$ cat src/rtl/nco_phase_accumulator.sv
// NCO phase accumulator with glitch-free tuning-word handover at wrap; phase_out and wrap lag acc by one cycle.
// Optional phase dither is compiled in with `define NCO_DITHER_EN; the default build has no LFSR.
module nco_phase_accumulator #(
  parameter int ACC_W   = 24,
  parameter int PHASE_W = 8
) (
  input  logic               clk,
  input  logic               rst_n,
  input  logic               en,
  input  logic               clr,
  input  logic [ACC_W-1:0]   ftw_in,
  input  logic               ftw_valid,
  output logic               ftw_ready,
  input  logic [PHASE_W-1:0] phase_off,
  output logic [PHASE_W-1:0] phase_out,
  output logic               wrap
);

  typedef enum logic [1:0] {IDLE, RUN, PEND} state_t;

  state_t             r_state;
  state_t             w_state_nxt;
  logic [ACC_W-1:0]   r_acc;
  logic [ACC_W-1:0]   r_active_ftw;
  logic [ACC_W-1:0]   r_pend_ftw;
  logic               r_carry;
  logic [PHASE_W-1:0] r_phase;
  logic               r_wrap;

  logic [ACC_W:0]     w_sum;
  logic               w_adv;
  logic               w_carry;
  logic               w_xfer;
  logic               w_load_in;
  logic               w_store_pend;
  logic               w_apply_pend;
  logic [PHASE_W-1:0] w_phase_top;

  assign ftw_ready = (r_state != PEND);
  assign w_xfer    = ftw_valid & ftw_ready;
  assign w_adv     = en & (r_state != IDLE);
  assign w_sum     = {1'b0, r_acc} + {1'b0, r_active_ftw};
  // clr outranks a coincident carry: the wrap pulse is dropped, not delayed.
  assign w_carry   = w_adv & w_sum[ACC_W] & ~clr;

  always_comb begin
    w_state_nxt  = r_state;
    w_load_in    = 1'b0;
    w_store_pend = 1'b0;
    w_apply_pend = 1'b0;
    case (r_state)
      IDLE: begin
        w_load_in = w_xfer;
        if (en) w_state_nxt = RUN;
      end
      RUN: begin
        if (!en) begin
          w_load_in   = w_xfer;
          w_state_nxt = IDLE;
        end else if (w_xfer) begin
          w_store_pend = 1'b1;
          w_state_nxt  = PEND;
        end
      end
      PEND: begin
        if (clr || w_carry) begin
          w_apply_pend = 1'b1;
          w_state_nxt  = RUN;
        end else if (!en) begin
          w_apply_pend = 1'b1;
          w_state_nxt  = IDLE;
        end
      end
      default: w_state_nxt = IDLE;
    endcase
  end

  always_ff @(posedge clk or negedge rst_n) begin
    if (!rst_n) r_state <= IDLE;
    else        r_state <= w_state_nxt;
  end

  always_ff @(posedge clk or negedge rst_n) begin
    if (!rst_n) begin
      r_acc        <= '0;
      r_active_ftw <= '0;
      r_pend_ftw   <= '0;
      r_carry      <= 1'b0;
    end else begin
      if (clr)        r_acc <= '0;
      else if (w_adv) r_acc <= w_sum[ACC_W-1:0];
      if (w_load_in)         r_active_ftw <= ftw_in;
      else if (w_apply_pend) r_active_ftw <= r_pend_ftw;
      if (w_store_pend) r_pend_ftw <= ftw_in;
      r_carry <= w_carry;
    end
  end

`ifdef NCO_DITHER_EN
  logic [15:0] r_lfsr;
  logic        w_lfsr_fb;
  logic        w_dith_cy;

  // x^16+x^14+x^13+x^11+1 in right-shift Fibonacci form (taps at bits 0,2,3,5).
  assign w_lfsr_fb = r_lfsr[0] ^ r_lfsr[2] ^ r_lfsr[3] ^ r_lfsr[5];

  always_ff @(posedge clk or negedge rst_n) begin
    if (!rst_n)  r_lfsr <= 16'hACE1;
    else if (en) r_lfsr <= {w_lfsr_fb, r_lfsr[15:1]};
  end

  // Only the carry of the dither add into the phase bits matters: a + b overflows iff b > ~a.
  assign w_dith_cy   = (r_lfsr[ACC_W-PHASE_W-1:0] > ~r_acc[ACC_W-PHASE_W-1:0]);
  assign w_phase_top = r_acc[ACC_W-1 -: PHASE_W] + {{(PHASE_W-1){1'b0}}, w_dith_cy};
`else
  assign w_phase_top = r_acc[ACC_W-1 -: PHASE_W];
`endif

  always_ff @(posedge clk or negedge rst_n) begin
    if (!rst_n) begin
      r_phase <= '0;
      r_wrap  <= 1'b0;
    end else begin
      r_phase <= w_phase_top + phase_off;
      r_wrap  <= r_carry;
    end
  end

  assign phase_out = r_phase;
  assign wrap      = r_wrap;

endmodule

$ cat config.mk
export PLATFORM = sky130hd
export DESIGN_NAME = nco_phase_accumulator
export DESIGN_NICKNAME = d
export VERILOG_FILES = /design/src/rtl/nco_phase_accumulator.sv
export SDC_FILE = /design/constraint.sdc
export NUM_CORES = 1
export LEC_CHECK = 0
export CAP_MARGIN = 15
export CORE_UTILIZATION = 57
export CTS_CLUSTER_SIZE = 24
export DETAILED_ROUTE_END_ITERATION = 10
export PLACE_DENSITY = 0.81
export SYNTH_ARGS = -nofsm -noshare
export SYNTH_HDL_FRONTEND = slang
export SYNTH_SLANG_ARGS = --single-unit
$ cat constraint.sdc
create_clock -name clk -period 5.4 [get_ports clk]
set_input_delay 0.54 -clock clk [delete_from_list [all_inputs] [get_ports clk]]
set_output_delay 0.54 -clock clk [all_outputs]
set_load 0.05 [all_outputs]
==> impl_metrics.json, run 1 <==
{
  "setup_ws_ns": 1.936,
  "status": "complete, no violations",
  "tightest_slew_ns": 1.187,
  "avgSynthCellArea_um2": 11.37,
  "post_cts.repair.setup_buffers": 0,
  "cp.arrival_ns": 3.72,
  "yosysTopAreaCellShare_pct": 43.08,
  "pre_cts_slack_ns": 1.954,
  "reg2reg_slack_ns": 1.94,
  "synth_top_family_by_area": "multiplexers",
  "core_um2": 8258,
  "grt_pass1_wl_mm": 15.84,
  "synth_edf_count": 0,
  "initial_core_util_pct": 59.09,
  "dr_total_vias": 3420,
  "synth_warnings": 0,
  "ys_types": 52,
  "finalMaxSlewViolations": 0,
  "synth-compound-area-share_pct": 14.67,
  "synthAdderAreaFrac_pct": 8.769,
  "fillers": 613,
  "syn_area_um2": 4880,
  "powerDensity_nw_per_um2": 471.0,
  "worstReg2RegStart": "r_acc[0]$_DFFE_PN0P_",
  "regArea_um2": 2102,
  "timing.slew.headroom_pct": 20.86,
  "synth_seq_area_share_pct": 43.08,
  "worstSetupEndpointType": "flip-flop",
  "wl_mm": 9.543,
  "layout_commonest_cell": "dfrtp_1",
  "io_pins": 47,
  "syn-instance-count": 429,
  "r2r-end": "r_active_ftw[13]$_DFFE_PN0P_",
  "cp.required_ns": 5.66,
  "yosys.area_share.simple_pct": 8.333,
  "n_antenna_cell": 0,
  "wl_per_cell_um": 16.31,
  "finalCritPeriodShare_pct": 64.14,
  "yosys.area_share.xor_xnor_pct": 4.667,
  "synth_area_leader_cell": "dfrtp_1",
  "crit_fanout": 24,
  "io_buffer_count": 46,
  "clock.fmax_ghz": 0.2887,
  "path_clk_slew_ns": 0.09,
  "min_period_ns": 3.464,
  "reg2reg_depth": 11,
  "syn_nets": 499,
  "max-cap-violations": 0,
  "hpwl_mm": 6.763,
  "rsz0062_at_grt": "no",
  "yosys-mux-area-fraction_pct": 18.03,
  "cts_tree": "built",
  "vias_per_cell": 5.846,
  "drtAntennaViolNets": 0,
  "synthArstFlopShare_pct": 100.0,
  "grt_pass1_vias": 3492,
  "clk_latency_ns": 0.37,
  "drive_gt1_share_pct": 20.42,
  "cts_buffers": 9,
  "nNetsFinal": 545,
  "hold_path_class": "input port to asynchronous set/reset pin",
  "clock_path_buffers": 2,
  "ys_ff_latch": 84,
  "grt_use_total_pct": 23.11,
  "cts_max_level": 3,
  "postCtsHoldBufs": 0,
  "clock_skew_ns": 0.01104,
  "p_leak_nw": 2.578,
  "dieWidth_um": 94.53,
  "overflow": 0,
  "final_cell_mix": "84 x dfrtp_1, 51 x mux2_2, 45 x clkdlybuf4s50_1",
  "ys.flop_type": "dfrtp_1",
  "place_congestion": 0.8773,
  "die_y_um": 94.53,
  "cts_resized": 0,
  "critical_path_class": "flip-flop to flip-flop",
  "synthTopCellsByArea": "dfrtp_1 43%, mux2_2 12%, ha_1 7.9%",
  "area_delta_synth_final_pct": 15.23,
  "num_rows": 33,
  "ir_drop_v": 0.0002204,
  "grt_max_degree": 85,
  "firstDrtPassIters": 4,
  "setup_viol": 0,
  "finalSetupTns_ns": 0,
  "drtIter0Drc": 133,
  "hold_viol_final": 0,
  "cts_root_buf": "clkbuf_8",
  "drc_errors": 0,
  "dieArea_um2": 8935,
  "multi_input_comb_area_um2": 2658,
  "grt_antenna_before_repair": 0,
  "crit_path_start_kind": "flip-flop",
  "clock_sinks": 84
}
worst max path at each step:
stage                                    start                           end
after detailed placement  r_acc[0]$_DFFE_PN0P_  r_active_ftw[15]$_DFFE_PN0P_
after global routing      r_acc[0]$_DFFE_PN0P_  r_active_ftw[13]$_DFFE_PN0P_
final                     r_acc[0]$_DFFE_PN0P_  r_active_ftw[13]$_DFFE_PN0P_
after floorplan           r_acc[0]$_DFFE_PN0P_   r_active_ftw[0]$_DFFE_PN0P_
after CTS                 r_acc[0]$_DFFE_PN0P_  r_active_ftw[15]$_DFFE_PN0P_
after global placement    r_acc[0]$_DFFE_PN0P_  r_active_ftw[16]$_DFFE_PN0P_
registers in the layout, indices dropped and copies added (netlist names):
| signal | cells |
|---|---|
| r_active_ftw | 24 |
| r_acc | 24 |
| r_state | 2 |
| r_carry | 1 |
| phase_out | 8 |
| r_pend_ftw | 24 |
| wrap | 1 |
where the power goes:
| part | internal (mW) | switching [mW] | total, mW |
|---|---|---|---|
| Combinational | 0.604 | 0.656 | 1.26 |
| Sequential | 0.839 | 0.126 | 0.965 |
| Clock | 0.174 | 0.249 | 0.423 |
cell type report:
class	count	area share, %
clock buffers	9	2.203
clock inverters	7	1.046
inverters	13	0.8678
multi-input cells	318	47.26
flip-flops and latches	84	37.38
well taps	105	2.336
repair buffers	49	8.901
cells by family after synthesis:
| kind of cell | count (synthesis) |
|---|---|
| AO/OA/AOI/OAI | 104 |
| XOR/XNOR | 26 |
| adder cells (fa/ha/maj) | 33 |
| buffers and inverters | 27 |
| flip-flops | 84 |
| multiplexers | 72 |
| AND/OR/NAND/NOR | 83 |
Yosys cell counts, types with 4 or more instances:
cell      instances
dfrtp_1          84
mux2_2           51
nand2_1          34
ha_1             31
o21ai_0          30
a21oi_1          21
mux2_4           19
xor2_1           15
inv_1            13
a21o_1           11
nor2_1           11
xnor2_1          11
clkbuf_1          9
a31oi_1           7
nor3_1            7
o21bai_1          6
nor2b_1           5
and3_1            4
nand3_1           4
metal layers:
layer  up-vias  GRT usage, %  wire length, um
li1       1653             -                -
met5         -             0                0
met1      1682         27.89             4197
met3        13         4.428              329
met2        72         40.64             4807
met4         0         9.091              208
per-stage QoR:
step           instance area (um^2)  hold slack (ns)  power [mW]  cells  util, %
2_1_floorplan                  4880           0.2444       1.927    429        -
3_3_place_gp                   5413           0.3339       2.172    568    65.55
3_5_place_dp                   5413           0.3347       2.232    568    65.55
4_1_cts                        5595           0.3544       2.658    584    67.76
5_1_grt                        5623           0.3749       2.839    585    68.09
6_report                       5623           0.3192       2.648    585    68.09
worst max-delay path, cell delays in order (launching register included):
cell and delay (ns):
dfrtp_1 0.36, ha_1 0.19, inv_1 0.06, fa_1 0.40, nor2b_1 0.15, o21ai_2 0.07, a21oi_1 0.21, o31ai_1 0.13
nand2_1 0.19, a311oi_2 0.16, a31oi_4 0.98, mux2_2 0.42
Power figures use the tool's default switching activity.
==> run 2, diff against run 1 <==
- CORE_UTILIZATION: 57 -> 52
- PLACE_DENSITY: 0.81 -> 0.77
- clock period: 5.4 -> 3 ns (I/O delays scaled with it)
==> run 2 against run 1 <==
Against the previous run: cell area up 1.7%; clock skew decreased by 0.0022 ns; first-iteration DRC count down 5.3%; critical path type unchanged; critical endpoint is now r_active_ftw[19]$_DFFE_PN0P_; clock power up 110%; register-to-register slack got worse by 1.7 ns.
==> impl_metrics.json, run 2 (same netlist as run 1, synthesis figures left out) <==
{
  "route.met2.wl_mm": 4.767,
  "hold_viol_final": 0,
  "wl_per_cell_um": 15.96,
  "area_delta_synth_final_pct": 17.18,
  "io_pins": 47,
  "highest_layer": "met4",
  "cp.required_ns": 3.25,
  "finalMaxSlewViolations": 0,
  "n_antenna_cell": 0,
  "min_period_ns": 2.804,
  "r2r-end": "r_active_ftw[19]$_DFFE_PN0P_",
  "firstDrtPassIters": 4,
  "cp_common_cell": "a21o_1",
  "hold_path_class": "flip-flop to flip-flop",
  "cts_root_buf": "clkbuf_8",
  "place_congestion": 0.8972,
  "dr_total_vias": 3382,
  "finalCritPeriodShare_pct": 93.47,
  "drc_errors": 0,
  "reg2reg_slack_ns": 0.20,
  "critPathLaunch": "r_acc[17]$_DFFE_PN0P_",
  "core_um2": 8891,
  "initial_core_util_pct": 54.88,
  "final_cells": 594,
  "rsz0062_at_grt": "no",
  "finalSetupTns_ns": 0,
  "path_clk_slew_ns": 0.09,
  "p_leak_nw": 2.618,
  "dieArea_um2": 9775,
  "reg.largest.list": "r_acc x24, r_active_ftw x24, r_pend_ftw x24",
  "critical_path_class": "flip-flop to flip-flop",
  "cp_slowest_cell": "dfrtp_1",
  "io_buffer_count": 46,
  "grt_use_total_pct": 21.46,
  "dieWidth_um": 98.87,
  "slowest_delay_ns": 0.42,
  "cts_buffers": 9,
  "clk_latency_ns": 0.36,
  "worstReg2RegStart": "r_acc[17]$_DFFE_PN0P_",
  "grt_max_degree": 85,
  "grt_pass1_wl_mm": 16.55,
  "hpwl_mm": 6.560,
  "dp.cells": 576,
  "tightest_slew_ns": 0.5260,
  "status": "complete, no violations",
  "vias_per_cell": 5.694,
  "crit_fanout": 8,
  "max-cap-violations": 0,
  "crit_path_start_kind": "flip-flop",
  "clock.fmax_ghz": 0.3566,
  "met1_length_mm": 4.204,
  "met3_length_um": 376,
  "worstSetupEndpointType": "flip-flop",
  "reg2reg_depth": 10,
  "clock_sinks": 84,
  "cts_max_level": 3,
  "timing.slew.headroom_pct": 64.80,
  "grt_pass1_vias": 3570,
  "nNetsFinal": 552,
  "path_cells": "ha_1 > a21o_1 > a21o_1 > a21o_1 > a21oi_1 > o21bai_1 > a311oi_2 > a31oi_4 > buf_4 > mux2_4",
  "overflow": 0,
  "critical_path.endpoint": "r_active_ftw[19]$_DFFE_PN0P_",
  "drtIter0Drc": 126,
  "cts_tree": "built",
  "cp.arrival_ns": 3.05,
  "clock_skew_ns": 0.008787,
  "num_rows": 34,
  "final_cell_mix": "84 x dfrtp_1, 51 x mux2_2, 45 x clkdlybuf4s50_1",
  "drive_gt1_share_pct": 20.78,
  "layout_commonest_cell": "dfrtp_1",
  "die_y_um": 98.87,
  "powerDensity_nw_per_um2": 854.6,
  "grt_antenna_before_repair": 0,
  "ir_drop_v": 0.0003911,
  "clock_path_buffers": 2,
  "holdWs_ns": 0.3644,
  "setup_viol": 0,
  "drtAntennaViolNets": 0,
  "wl_mm": 9.481
}
[run 2: changes by cell type in the layout (fill, tap and decap cells not counted), sizes merged]
cell and delta:
clkbuf +2, bufinv +2, inv -3, dlygate4sd3 +1
clkinv -3, buf +6, clkinvlp +1
[run 2: power breakdown]
group | internal, mW | leakage (nW) | total (mW) | switching, mW
registers | 1.51 | 1.04 | 1.74 | 0.225
logic | 1.10 | 1.48 | 2.28 | 1.18
clock network | 0.465 | 0.0956 | 0.872 | 0.407
[run 2: area by class of cell]
type,instances,area [um^2]
well taps,108,135.1
inverters,13,48.80
fillers,706,3173
repair buffers,56,568.0
multi-input cells,318,2658
flip-flops and latches,84,2102
clock buffers,11,131.4
clock inverters,4,75.07
[run 2: worst min-delay path by stage]
stage,depth (start not counted),slack [ns],from,end
5_1_grt,0,0.37,r_carry$_DFF_PN0_,wrap$_DFF_PN0_
6_report,0,0.36,r_carry$_DFF_PN0_,wrap$_DFF_PN0_
3_5_place_dp,0,0.35,r_carry$_DFF_PN0_,wrap$_DFF_PN0_
3_3_place_gp,0,0.36,r_carry$_DFF_PN0_,wrap$_DFF_PN0_
2_1_floorplan,0,0.004,rst_n,phase_out[0]$_DFF_PN0_
4_1_cts,1,0.16,rst_n,r_pend_ftw[16]$_DFFE_PN0P_
[run 2: repair_timing]
item / in CTS / in global routing
endpoints found under the hold margin: 0 / 34
gates resized for setup: 0 / 0
setup buffers: 0 / 0
hold buffers: 0 / 1
[run 2: through the flow]
| stage | util [%] | setup slack (ns) | area, um^2 | total power [mW] |
|---|---|---|---|---|
| 3_5_place_dp | 61.48 | 0.2514 | 5466 | 4.010 |
| 4_1_cts | 63.81 | 0.2087 | 5673 | 4.910 |
| 3_3_place_gp | 61.48 | 0.3193 | 5466 | 3.930 |
| 2_1_floorplan | - | 0.3814 | 4880 | 3.469 |
| 6_report | 64.31 | 0.1958 | 5718 | 4.886 |
| 5_1_grt | 64.31 | 0.03946 | 5718 | 5.248 |
[run 2: critical path: cells and delay by family, from the launching register on]
family,cells,cell delay [ns]
buffers and inverters,1,0.22
multiplexers,1,0.31
adder cells (fa/ha/maj),1,0.39
AO/OA/AOI/OAI,7,1.35
flip-flops,1,0.42
[run 2: routing by layer]
metal | GRT usage [%] | up-vias
met5 | 0 | -
met4 | 5.741 | 0
met3 | 5.390 | 15
met2 | 37.22 | 68
met1 | 26.67 | 1636
li1 | - | 1663
